`config.mk`:
```
export PLATFORM = sky130hd
export DESIGN_NAME = quick_mem_responder
export DESIGN_NICKNAME = d
export VERILOG_FILES = /design/src/rtl/quick_mem_responder.sv
export SDC_FILE = /design/constraint.sdc
export NUM_CORES = 1
export LEC_CHECK = 0
export ABC_AREA = 1
export ABC_CLOCK_PERIOD_IN_PS = 3870
export BUFFER_PORTS_ARGS = -buffer_cell sky130_fd_sc_hd__buf_2
export CORE_ASPECT_RATIO = 0.7
export CORE_MARGIN = 1
export CORE_UTILIZATION = 30
export CTS_CLUSTER_DIAMETER = 100
export DETAILED_ROUTE_END_ITERATION = 6
export PLACE_DENSITY = 0.41
export SETUP_SLACK_MARGIN = 0.1
export SKIP_LAST_GASP = 1
export SYNTH_ARGS = -nofsm -noshare
export SYNTH_HDL_FRONTEND = slang
export SYNTH_SLANG_ARGS = --single-unit
```
`constraint.sdc`:
```
create_clock -name clk -period 3.87 [get_ports clk]
set_input_delay 0.774 -clock clk [delete_from_list [all_inputs] [get_ports clk]]
set_output_delay 0.774 -clock clk [all_outputs]
set_load 0.005 [all_outputs]
```
`src/rtl/quick_mem_responder.sv`:
```
// quick_mem_responder: byte-bus memory target for the quick CPU.
// A loader streams the program into the on-chip array (mode LOAD); the CPU is
// then released (cpu_run=1) and served with zero-latency reads and two-phase
// writes (mode RUN). Protocol misuse sets a sticky proto_err flag.
// Optional feature macro: QUICK_MEM_MMIO_EN adds an I/O byte at IO_ADDR.
module quick_mem_responder #(
    parameter int         DEPTH   = 32,
    parameter logic [7:0] IO_ADDR = 8'hFF
) (
    input  logic       clk,
    input  logic       rst,
    input  logic [7:0] bus_addr,
    input  logic       bus_rd,
    input  logic       bus_wr,
    output logic [7:0] bus_rdata,
    input  logic       load_valid,
    input  logic [7:0] load_data,
    input  logic       load_last,
    output logic       load_ready,
    output logic       cpu_run,
    output logic [7:0] io_out,
    input  logic [7:0] io_in,
    output logic       proto_err
);

    localparam int AW = (DEPTH > 1) ? $clog2(DEPTH) : 1;

    typedef enum logic {M_LOAD, M_RUN}  mode_t;
    typedef enum logic {W_IDLE, W_DATA} wstate_t;

    mode_t          r_mode;
    wstate_t        r_wstate;
    wstate_t        w_wstate_next;
    logic [AW-1:0]  r_load_ptr;
    logic [7:0]     r_wr_addr;
    logic           r_proto_err;
    logic [7:0]     r_mem [DEPTH];

    logic           w_wr_latch;
    logic           w_commit;
    logic           w_proto_set;
    logic           w_io_wr;
    logic           w_mem_we;
    logic [AW-1:0]  w_mem_idx;
    logic [7:0]     w_mem_wdata;

    assign load_ready = (r_mode == M_LOAD);
    assign cpu_run    = (r_mode == M_RUN);
    assign proto_err  = r_proto_err;

    // Loader handshake: fill the array and leave LOAD on last byte or full array.
    always_ff @(posedge clk or posedge rst) begin
        if (rst) begin
            r_mode     <= M_LOAD;
            r_load_ptr <= '0;
        end else if (r_mode == M_LOAD && load_valid) begin
            r_load_ptr <= r_load_ptr + AW'(1);
            if (load_last || r_load_ptr == AW'(DEPTH - 1)) begin
                r_mode <= M_RUN;
            end
        end
    end

    // Write FSM state, latched write address and sticky protocol flag.
    always_ff @(posedge clk or posedge rst) begin
        if (rst) begin
            r_wstate    <= W_IDLE;
            r_wr_addr   <= '0;
            r_proto_err <= 1'b0;
        end else begin
            r_wstate <= w_wstate_next;
            if (w_wr_latch) begin
                r_wr_addr <= bus_addr;
            end
            if (w_proto_set) begin
                r_proto_err <= 1'b1;
            end
        end
    end

    // Write FSM next state: address phase, then data phase commits.
    always_comb begin
        w_wstate_next = r_wstate;
        w_wr_latch    = 1'b0;
        w_commit      = 1'b0;
        w_proto_set   = 1'b0;
        if (r_mode == M_RUN) begin
            if (bus_rd && bus_wr) begin
                w_proto_set = 1'b1;
            end
            case (r_wstate)
                W_IDLE: begin
                    if (bus_wr) begin
                        w_wr_latch    = 1'b1;
                        w_wstate_next = W_DATA;
                    end
                end
                W_DATA: begin
                    if (bus_wr) begin
                        // A second address phase replaces the pending one.
                        w_proto_set   = 1'b1;
                        w_wr_latch    = 1'b1;
                        w_wstate_next = W_DATA;
                    end else begin
                        w_commit      = 1'b1;
                        w_wstate_next = W_IDLE;
                    end
                end
                default: w_wstate_next = W_IDLE;
            endcase
        end
    end

`ifdef QUICK_MEM_MMIO_EN
    logic [7:0] r_io_out;

    assign w_io_wr = w_commit && (r_wr_addr == IO_ADDR);
    assign io_out  = r_io_out;

    // Memory-mapped output register, written at the data-phase edge.
    always_ff @(posedge clk or posedge rst) begin
        if (rst) begin
            r_io_out <= '0;
        end else if (w_io_wr) begin
            r_io_out <= bus_addr;
        end
    end
`else
    logic w_unused_io;

    assign w_io_wr     = 1'b0;
    assign io_out      = '0;
    assign w_unused_io = ^{io_in, IO_ADDR, r_wr_addr};
`endif

    // Single array write port shared by the loader and the CPU data phase.
    always_comb begin
        w_mem_we    = 1'b0;
        w_mem_idx   = '0;
        w_mem_wdata = '0;
        if (r_mode == M_LOAD) begin
            w_mem_we    = load_valid;
            w_mem_idx   = r_load_ptr;
            w_mem_wdata = load_data;
        end else if (w_commit) begin
            w_mem_we    = !w_io_wr;
            w_mem_idx   = r_wr_addr[AW-1:0];
            w_mem_wdata = bus_addr;
        end
    end

    // Array storage; contents are intentionally not reset.
    always_ff @(posedge clk) begin
        if (w_mem_we) begin
            r_mem[w_mem_idx] <= w_mem_wdata;
        end
    end

    // Zero-latency read path; idle or LOAD returns 0x00.
    always_comb begin
        bus_rdata = '0;
        if (r_mode == M_RUN && bus_rd) begin
            bus_rdata = r_mem[bus_addr[AW-1:0]];
`ifdef QUICK_MEM_MMIO_EN
            if (bus_addr == IO_ADDR) begin
                bus_rdata = io_in;
            end
`endif
        end
    end

endmodule

```
==> results.json, run 1 <==
{
  "drc": 0,
  "dp_hpwl_microns": 18300,
  "wl_microns": 31270,
  "numCtsBuffers": 27,
  "fin_skew_ps": 7.386,
  "grt_pass1_vias": 6861,
  "grt_max_degree": 74,
  "die_w_microns": 234.4,
  "antenna_left": 0,
  "layout-drive-gt1-share_pct": 12.43,
  "post_cts_resized": 0,
  "p_sw_w": 0.001387,
  "yosysTopAreaCell": "edfxtp_1",
  "p_comb_share_pct": 6.8,
  "max_slew_margin_pct": 36.43,
  "setup_tns_ps": 0,
  "yosys_warnings": 0,
  "synth_area_sq_mm": 0.01134,
  "fin_crit_ps": 3330,
  "area_growth_pct": 15.00,
  "place_congestion": 0.7475,
  "grt_overflow_total": 0,
  "clock_path_buffers": 3,
  "synth_top_area_share_pct": 67.78,
  "max_stage_delay_ps": 330,
  "maxCapViolCount": 0,
  "ys_seq_area_share_pct": 70.65,
  "clock_latency_ps": 540,
  "drv_slew": 0,
  "antenna_found_initial": 0,
  "seqPwrFrac_pct": 52.8,
  "die_h_microns": 164.7,
  "rrSetupSlack_ps": 1330,
  "ctsHtreeMaxLevel": 1,
  "fin_crit_sh_pct": 86.06,
  "p_per_area_mw_per_mm2": 464.0,
  "setup_ws_ps": 539.7,
  "grt_setup_unrepaired": "no",
  "wl_per_cell_microns": 19.87,
  "slowest_stage": "buf_12",
  "finish.utilization_pct": 35.06,
  "synth_area_per_cell_sq_um": 11.14,
  "rows": 59,
  "p_int_w": 0.004666,
  "final_cell_mix": "nand2_1 (333), edfxtp_1 (256), nand3_1 (174)",
  "regArea_sq_mm": 0.008013,
  "clock_tree.root_cell": "clkbuf_16",
  "cp_common_cell": "nand2_1",
  "cp.arrival_ps": 2560,
  "r2r.worst_path.cells": 7,
  "clkPwrFrac_pct": 40.3,
  "tightestPinTransition_ps": 953.5,
  "synth_seq_cells": 269,
  "drt_first_pass_iters": 5,
  "hold_class": "input pin to async pin",
  "via_per_inst": 4.583,
  "status": "finished, final reports clean",
  "setup_viol": 0,
  "path_cells": "buf_4, buf_12, buf_12, nand2_1, nand3_1, nand3_1, nand2_1, nand2_1, nand3_1, nand2_1, nor2_1, buf_2",
  "fin_nets": 1099,
  "cp_max_fo": 73,
  "crit_required_ps": 3100,
  "synthCells": 1018,
  "grt_pass1_wl_microns": 46350,
  "r2r_end": "r_mem[8][7]",
  "clkSinkCount": 269,
  "io_buffers": 32,
  "io_pins": 49,
  "coreArea_sq_mm": 0.03721,
  "crit_type": "input pin to output pin",
  "cts_tree": "built",
  "layout_commonest_cell": "nand2_1",
  "cp-end-kind": "output pin",
  "start_util_pct": 30.48,
  "cts.clk_slew.worst_paths_ps": 60,
  "synthTopCellsByArea": "edfxtp_1 (68%), nand2_1 (11%), nand3_1 (7.7%)",
  "rr_startpoint": "cpu_run",
  "power.leakage_nw": 4.811,
  "vias": 7213,
  "fp.dieArea_sq_mm": 0.03860,
  "place_ws_ps": 557.6,
  "n_fill_cell": 3745,
  "cts_hold_buf": 0,
  "start_kind": "input pin",
  "multiInputGateArea_sq_mm": 0.002954,
  "cts_setup_buffers": 0,
  "drt_iter0_drc": 568,
  "final_hold_viol_count": 0,
  "diodes": 0,
  "max_freq_ghz": 0.3003,
  "max-vdd-ir-drop_mv": 0.2725,
  "switching_share_pct": 22.92,
  "ys_types": 28,
  "grt.total_usage_pct": 16.52
}
## power groups by stage
stage                     Clock (W)  Sequential, W  Combinational (W)
final                       0.00244        0.00320           0.000413
after global routing        0.00261        0.00320           0.000462
after CTS                   0.00252        0.00320           0.000422
after detailed placement          0        0.00326           0.000421
after global placement            0        0.00326           0.000420
after floorplan                   0        0.00326           0.000253
## cells in the mapped netlist (all sizes together)
cell type / count
nand4: 1
dfrtp: 13
o21bai: 1
edfxtp: 256
nand2: 337
clkinv: 2
nand3: 176
nor2: 95
o22ai: 4
clkbuf: 14
conb: 1
ha: 2
buf: 50
inv: 22
xor2: 3
a22o: 3
o21ai: 38
## state kept, by name, summed over array words and instances (netlist names)
| name | count |
|---|---|
| r_mem | 256 |
| r_load_ptr | 5 |
| r_wr_addr | 5 |
| cpu_run | 1 |
| proto_err | 1 |
| r_wstate | 1 |
## logic make-up after synthesis
| group | count (synthesis) | share of synthesized area, % |
|---|---|---|
| DFF | 269 | 70.65 |
| and+or+nand+nor | 609 | 22.65 |
| adders and majority gates | 2 | 0.2206 |
| AOI/OAI and AO/OA | 46 | 2.515 |
| xor gates and xnor gates | 3 | 0.2317 |
| other | 1 | 0.03306 |
| buffers and inverters | 88 | 3.707 |
## routing by layer
| metal | wire [microns] | track usage, % | vias up | part of all wire (%) |
|---|---|---|---|---|
| li1 | - | - | 3597 | - |
| met1 | 16820 | 26.48 | 3473 | 54 |
| met2 | 12970 | 23.45 | 114 | 41 |
| met3 | 1088 | 2.503 | 29 | 3.5 |
| met4 | 391 | 2.639 | 0 | 1.3 |
| met5 | 0 | 0 | - | 0 |
## worst max path at each step
stage                 from      endpoint  slack [ps]  depth (start not counted)
2_1_floorplan  bus_addr[3]   r_mem[0][3]         760                          4
3_3_place_gp   bus_addr[0]  bus_rdata[7]         550                         12
3_5_place_dp   bus_addr[0]  bus_rdata[2]         560                         12
4_1_cts        bus_addr[0]  bus_rdata[1]         550                         12
5_1_grt        bus_addr[0]  bus_rdata[1]         430                         12
6_report       bus_addr[0]  bus_rdata[1]         540                         12
## critical path, delay by kind of cell
kind	cells	cell delay [ps]
simple gates	8	870
buf+inv	4	840
## metrics by stage
step / std cells / instance area (sq um) / hold slack [ps] / power [W]
finish: 1574 / 13040 / 271.1 / 0.006053
global route: 1574 / 13040 / 299.6 / 0.006272
CTS: 1574 / 13040 / 278.4 / 0.006135
detailed placement: 1526 / 12250 / 471.3 / 0.003681
global placement: 1526 / 12250 / 466.5 / 0.003679
floorplan: 1025 / 11370 / 453.0 / 0.003512
## cell type report
class	instances	area share (%)
inverter	24	0.7290
sequential	269	61.43
tap	488	4.681
clock buffer	42	5.918
multi-input combinational	668	22.65
timing repair buffer	77	4.412
clock inverter	6	0.1823
Note: power is estimated with default switching activity, not from simulation.
==> inputs of run 2 (changes only) <==
CORE_ASPECT_RATIO = 1.2   (was 0.7)
SLEW_MARGIN = 0   (was default)
==> run 2 against run 1 <==
Against the previous run: the run now ends with design-rule violations left; register-to-register slack worse by 270 ps; sequential share of layout area grew 0.48 points; clock skew increased by 5.5 ps; critical path type unchanged; largest power group unchanged; highest routed layer unchanged.
==> results.json, run 2 (synthesis results as in run 1) <==
{
  "status": "finished, violations left",
  "violations": "design-rule violations",
  "rows": 77,
  "crit_type": "input pin to output pin",
  "die_h_microns": 215,
  "setup_tns_ps": 0,
  "wl_microns": 29730,
  "coreArea_sq_mm": 0.03709,
  "multiInputGateArea_sq_mm": 0.002954,
  "vias": 7203,
  "cp_max_fo": 40,
  "setup_ws_ps": 431.6,
  "crit_required_ps": 3100,
  "cp-end-kind": "output pin",
  "grt_pass1_wl_microns": 45080,
  "max_stage_delay_ps": 400,
  "place_ws_ps": 439.4,
  "max-vdd-ir-drop_mv": 0.3437,
  "io_pins": 49,
  "cts_setup_buffers": 0,
  "power_w": 0.006131,
  "fin_skew_ps": 12.87,
  "p_per_area_mw_per_mm2": 473.7,
  "layout-drive-gt1-share_pct": 11.36,
  "place_congestion": 0.7103,
  "clkSinkCount": 269,
  "cts_hold_buf": 0,
  "start_util_pct": 30.58,
  "hold_class": "input pin to async pin",
  "layout_commonest_cell": "nand2_1",
  "max_slew_margin_pct": 34.23,
  "path_cells": "buf_4, inv_4, buf_4, nand2_1, nand3_1, nand3_1, nand2_1, nand2_1, nand3_1, nand2_1, nor2_1, buf_2",
  "grt_setup_unrepaired": "no",
  "rr_startpoint": "cpu_run",
  "crit_path_start": "bus_addr[0]",
  "max_freq_ghz": 0.2908,
  "antenna_found_initial": 0,
  "wl_per_cell_microns": 19.20,
  "fp.dieArea_sq_mm": 0.03859,
  "cts.clk_slew.worst_paths_ps": 60,
  "grt_overflow_total": 0,
  "cp.arrival_ps": 2660,
  "post_cts_resized": 0,
  "via_per_inst": 4.653,
  "drt_first_pass_iters": 7,
  "maxCapViolCount": 0,
  "drc": 4,
  "clock_path_buffers": 3,
  "reg.largest.list": "r_mem (256), r_load_ptr (5), r_wr_addr (5)",
  "start_kind": "input pin",
  "fin_crit_ps": 3438,
  "cts_tree": "built",
  "grt_pass1_vias": 7150,
  "die_w_microns": 179.5,
  "power.leakage_nw": 4.752,
  "numCtsBuffers": 28,
  "n_fill_cell": 3693,
  "clock_latency_ps": 550,
  "cp_common_cell": "nand2_1",
  "io_buffers": 32,
  "drt_iter0_drc": 448,
  "drv_slew": 0,
  "diodes": 0,
  "antenna_left": 0,
  "ctsHtreeMaxLevel": 1,
  "fin_nets": 1084,
  "dp_hpwl_microns": 17180,
  "setup_viol": 0,
  "grt.total_usage_pct": 15.58,
  "registers.top_by_ff_count": "r_mem",
  "regArea_sq_mm": 0.008013,
  "largest_register_ffs": 256,
  "slowest_stage": "inv_4",
  "fin_crit_sh_pct": 88.85,
  "area_growth_pct": 14.11,
  "final_hold_viol_count": 0,
  "tightestPinTransition_ps": 986.6,
  "grt_max_degree": 129,
  "clock_tree.root_cell": "clkbuf_16",
  "final_cell_mix": "nand2_1 (333), edfxtp_1 (256), nand3_1 (174)"
}
run 2: final cells by class:
| class | count | area share [%] |
|---|---|---|
| sequential | 269 | 61.91 |
| inverter | 24 | 0.7347 |
| tap | 474 | 4.582 |
| clock inverter | 13 | 0.6284 |
| multi-input combinational | 668 | 22.82 |
| timing repair buffer | 61 | 3.422 |
| clock buffer | 39 | 5.897 |
run 2: metal layers:
| layer | part of all wire (%) | up-vias | GRT usage (%) |
|---|---|---|---|
| met5 | 0 | - | 0 |
| met1 | 45 | 3479 | 20.39 |
| met2 | 49 | 125 | 26.97 |
| li1 | - | 3559 | - |
| met3 | 3.4 | 40 | 1.813 |
| met4 | 2.2 | 0 | 4.799 |
run 2: worst paths after layout:
| path | endpoint | slack (ps) | cells after the start |
|---|---|---|---|
| max | bus_rdata[7] | 430 | 12 |
| min | r_wstate | 260 | 2 |
| min reg2reg | r_wr_addr[0] | 490 | 2 |
| min in group clk | cpu_run | 450 | 3 |
| max in group asynchronous | r_load_ptr[2] | 3260 | 2 |
| max reg2reg | r_mem[12][4] | 1060 | 6 |
run 2: report_power, final:
| part | switching (W) | total [W] | internal [W] |
|---|---|---|---|
| Combinational | 0.000286 | 0.000398 | 0.000112 |
| Clock | 0.00110 | 0.00254 | 0.00143 |
| Sequential | 0.00000645 | 0.00320 | 0.00319 |
run 2: critical path, delay by kind of cell:
family                 cells  cell delay (ps)
AND/OR/NAND/NOR            8              850
buffers and inverters      4             1020
run 2: per-stage QoR:
step / area (sq um) / hold slack (ps) / utilization [%] / cells
global route: 12940 / 279.1 / 34.89 / 1548
detailed placement: 12100 / 473.9 / 32.62 / 1496
floorplan: 11370 / 453.0 / - / 1025
global placement: 12100 / 466.6 / 32.62 / 1496
finish: 12940 / 255.1 / 34.89 / 1548
CTS: 12940 / 245.8 / 34.89 / 1548
==> inputs of run 3 (changes only) <==
ABC_AREA = default   (was 1)
ABC_CLOCK_PERIOD_IN_PS = 3000   (was 3870)
PLACE_DENSITY = 0.42   (was 0.41)
clock period = 3 ns   (was 3.87 ns; I/O delays follow)
==> run 3 against run 2 <==
Against the previous run: critical path depth decreased by 5; critical endpoint unchanged; via count decreased by 24%; critical path type unchanged; final cell count decreased by 27%; the run now ends clean; sequential cell count unchanged; non-clock buffer count increased by 36; power increased by 32%; routed wire length decreased by 14%.
==> results.json, run 3 <==
{
  "status": "finished, final reports clean",
  "top_layer": "met4",
  "ys_seq_area_share_pct": 73.00,
  "wl_per_cell_microns": 22.63,
  "cts_tree": "built",
  "wl_met3_microns": 1027,
  "dp_hpwl_microns": 16520,
  "layout_commonest_cell": "edfxtp_1",
  "cp_top_family": "multiplexers",
  "synth_common_cells": "edfxtp_1 (256), mux4_1 (38), nor2_1 (37)",
  "hold_class": "input pin to async pin",
  "registers.top_by_ff_count": "r_mem",
  "p_per_area_mw_per_mm2": 622.9,
  "via_per_inst": 4.839,
  "drt_iter0_drc": 370,
  "max_slew_margin_pct": 18.55,
  "rows": 76,
  "power_w": 0.008097,
  "place_congestion": 0.7645,
  "routedLengthMet1_microns": 11090,
  "start_kind": "input pin",
  "die_h_microns": 211.5,
  "layout-drive-gt1-share_pct": 29.07,
  "antenna_left": 0,
  "r2r_end": "r_mem[1][3]",
  "synth_area_per_cell_sq_um": 20.33,
  "cts.clk_slew.worst_paths_ps": 60,
  "cp_max_fo": 10,
  "die_w_microns": 176.6,
  "synthFlopType": "edfxtp_1",
  "cp-end-kind": "output pin",
  "maxCapViolCount": 0,
  "fin_skew_ps": 7.235,
  "synthTopCellsByArea": "edfxtp_1 (70%), mux4_1 (9.1%), mux4_2 (3.7%)",
  "clock_tree.root_cell": "clkbuf_16",
  "synth_seq_cells": 269,
  "drt_first_pass_iters": 4,
  "io_buffers": 32,
  "grt_setup_unrepaired": "yes",
  "reg.largest.list": "r_mem (256), r_load_ptr (5), r_wr_addr (5)",
  "antenna_found_initial": 0,
  "n_fill_cell": 3400,
  "coreArea_sq_mm": 0.03594,
  "io_pins": 49,
  "grt_pass1_vias": 5701,
  "numCtsBuffers": 27,
  "r2r.worst_path.cells": 4,
  "path_cells": "buf_4, buf_12, mux4_1, mux2i_1, a221o_1, a31oi_1, buf_2",
  "vias": 5444,
  "clock_path_buffers": 3,
  "fp.dieArea_sq_mm": 0.03736,
  "grt_pass1_wl_microns": 37550,
  "fin_crit_sh_pct": 96.18,
  "crit_buf_inv": 3,
  "crit_required_ps": 2400,
  "synthCells": 540,
  "rr_startpoint": "r_wstate",
  "synth_area_sq_mm": 0.01098,
  "max-vdd-ir-drop_mv": 0.3144,
  "wl_microns": 25450,
  "crit_type": "input pin to output pin",
  "clock_latency_ps": 540,
  "tightestPinTransition_ps": 1222,
  "yosys_warnings": 0,
  "setup_tns_ps": 0,
  "cts_hold_buf": 0,
  "yosysTopAreaCell": "edfxtp_1",
  "grt_overflow_total": 0,
  "power.leakage_nw": 4.551,
  "max_freq_ghz": 0.3466,
  "rrSetupSlack_ps": 440,
  "ys_types": 37,
  "grt_max_degree": 40,
  "diodes": 0,
  "cp.arrival_ps": 2290,
  "fin_crit_ps": 2885,
  "grt.total_usage_pct": 13.98,
  "drv_slew": 0,
  "synth_most_common_cell": "edfxtp_1",
  "final_cell_mix": "edfxtp_1 (256), buf_4 (59), nor2_1 (36)",
  "setup_viol": 0,
  "largest_register_ffs": 256,
  "async_reset_ff_share_pct": 4.833,
  "drc": 0,
  "max_stage_delay_ps": 600,
  "clkSinkCount": 269,
  "start_util_pct": 30.54,
  "synth_top_area_share_pct": 70.03,
  "final_hold_viol_count": 0,
  "hold_ws_ps": 85.97,
  "area_growth_pct": 18.42,
  "met2_length_microns": 12620,
  "slowest_stage": "mux4_1",
  "synth_edf_count": 256,
  "ctsHtreeMaxLevel": 1,
  "fin_nets": 670
}
==> run 3: logic make-up (layout without fill, tap and decap cells) <==
kind of cell | after synthesis | count (layout) | share of synthesized area, %
AOI/OAI and AO/OA | 59 | 59 | 4.172
DFF | 269 | 269 | 73.00
and+or+nand+nor | 71 | 71 | 3.066
xor gates and xnor gates | 3 | 3 | 0.2394
muxes | 94 | 94 | 16.32
other | 1 | 8 | 0.03416
adders and majority gates | 2 | 2 | 0.2279
buffers and inverters | 41 | 151 | 2.941
==> run 3: routing by layer <==
layer | vias up | global-route usage [%]
li1 | 2439 | -
met1 | 2836 | 18.09
met3 | 35 | 1.904
met2 | 134 | 23.81
met4 | 0 | 5.172
met5 | - | 0
==> run 3: cell type report <==
cell class	count	area, sq um	share of cell area, %
clock inverters	20	250.2	1.925
multi-input cells	237	2711	20.86
clock buffers	28	679.4	5.227
well taps	468	585.6	4.505
flip-flops and latches	269	8014	61.65
repair buffers	97	735.7	5.660
inverters	6	22.52	0.1733
==> run 3: repair_timing <==
item,4_1_cts,5_1_grt
setup buffers,3,0
resized for setup,15,6
endpoints found under the hold margin,0,0
pin swaps,3,3
endpoints found under the setup margin,8,6
==> run 3: worst max-delay path by stage <==
| stage | depth (start not counted) | endpoint | slack, ps | from |
|---|---|---|---|---|
| 2_1_floorplan | 6 | bus_rdata[0] | 630 | bus_addr[1] |
| 3_3_place_gp | 8 | bus_rdata[6] | -1 | bus_addr[1] |
| 3_5_place_dp | 7 | bus_rdata[7] | 10 | bus_addr[0] |
| 4_1_cts | 5 | bus_rdata[6] | 90 | r_mem[0][6] |
| 5_1_grt | 7 | bus_rdata[7] | 90 | bus_addr[0] |
| 6_report | 7 | bus_rdata[7] | 110 | bus_addr[0] |
==> run 3: stage by stage <==
step | worst slack [ps] | instances | util (%) | cell area [sq um]
after floorplan | 625.2 | 547 | - | 11000
after global placement | -1.330 | 1074 | 33.36 | 11990
after detailed placement | 10.96 | 1074 | 33.36 | 11990
after CTS | 94.51 | 1125 | 36.14 | 12990
after global routing | 85.84 | 1125 | 36.16 | 13000
final | 114.6 | 1125 | 36.16 | 13000
==> run 3: power breakdown <==
part / leakage, nW / total, W / internal (W) / switching (W)
sequential: 2.57 / 0.00413 / 0.00412 / 0.00000890
clock: 0.458 / 0.00354 / 0.00215 / 0.00139
combinational: 1.53 / 0.000432 / 0.000181 / 0.000251
total: 4.55 / 0.00810 / 0.00645 / 0.00165
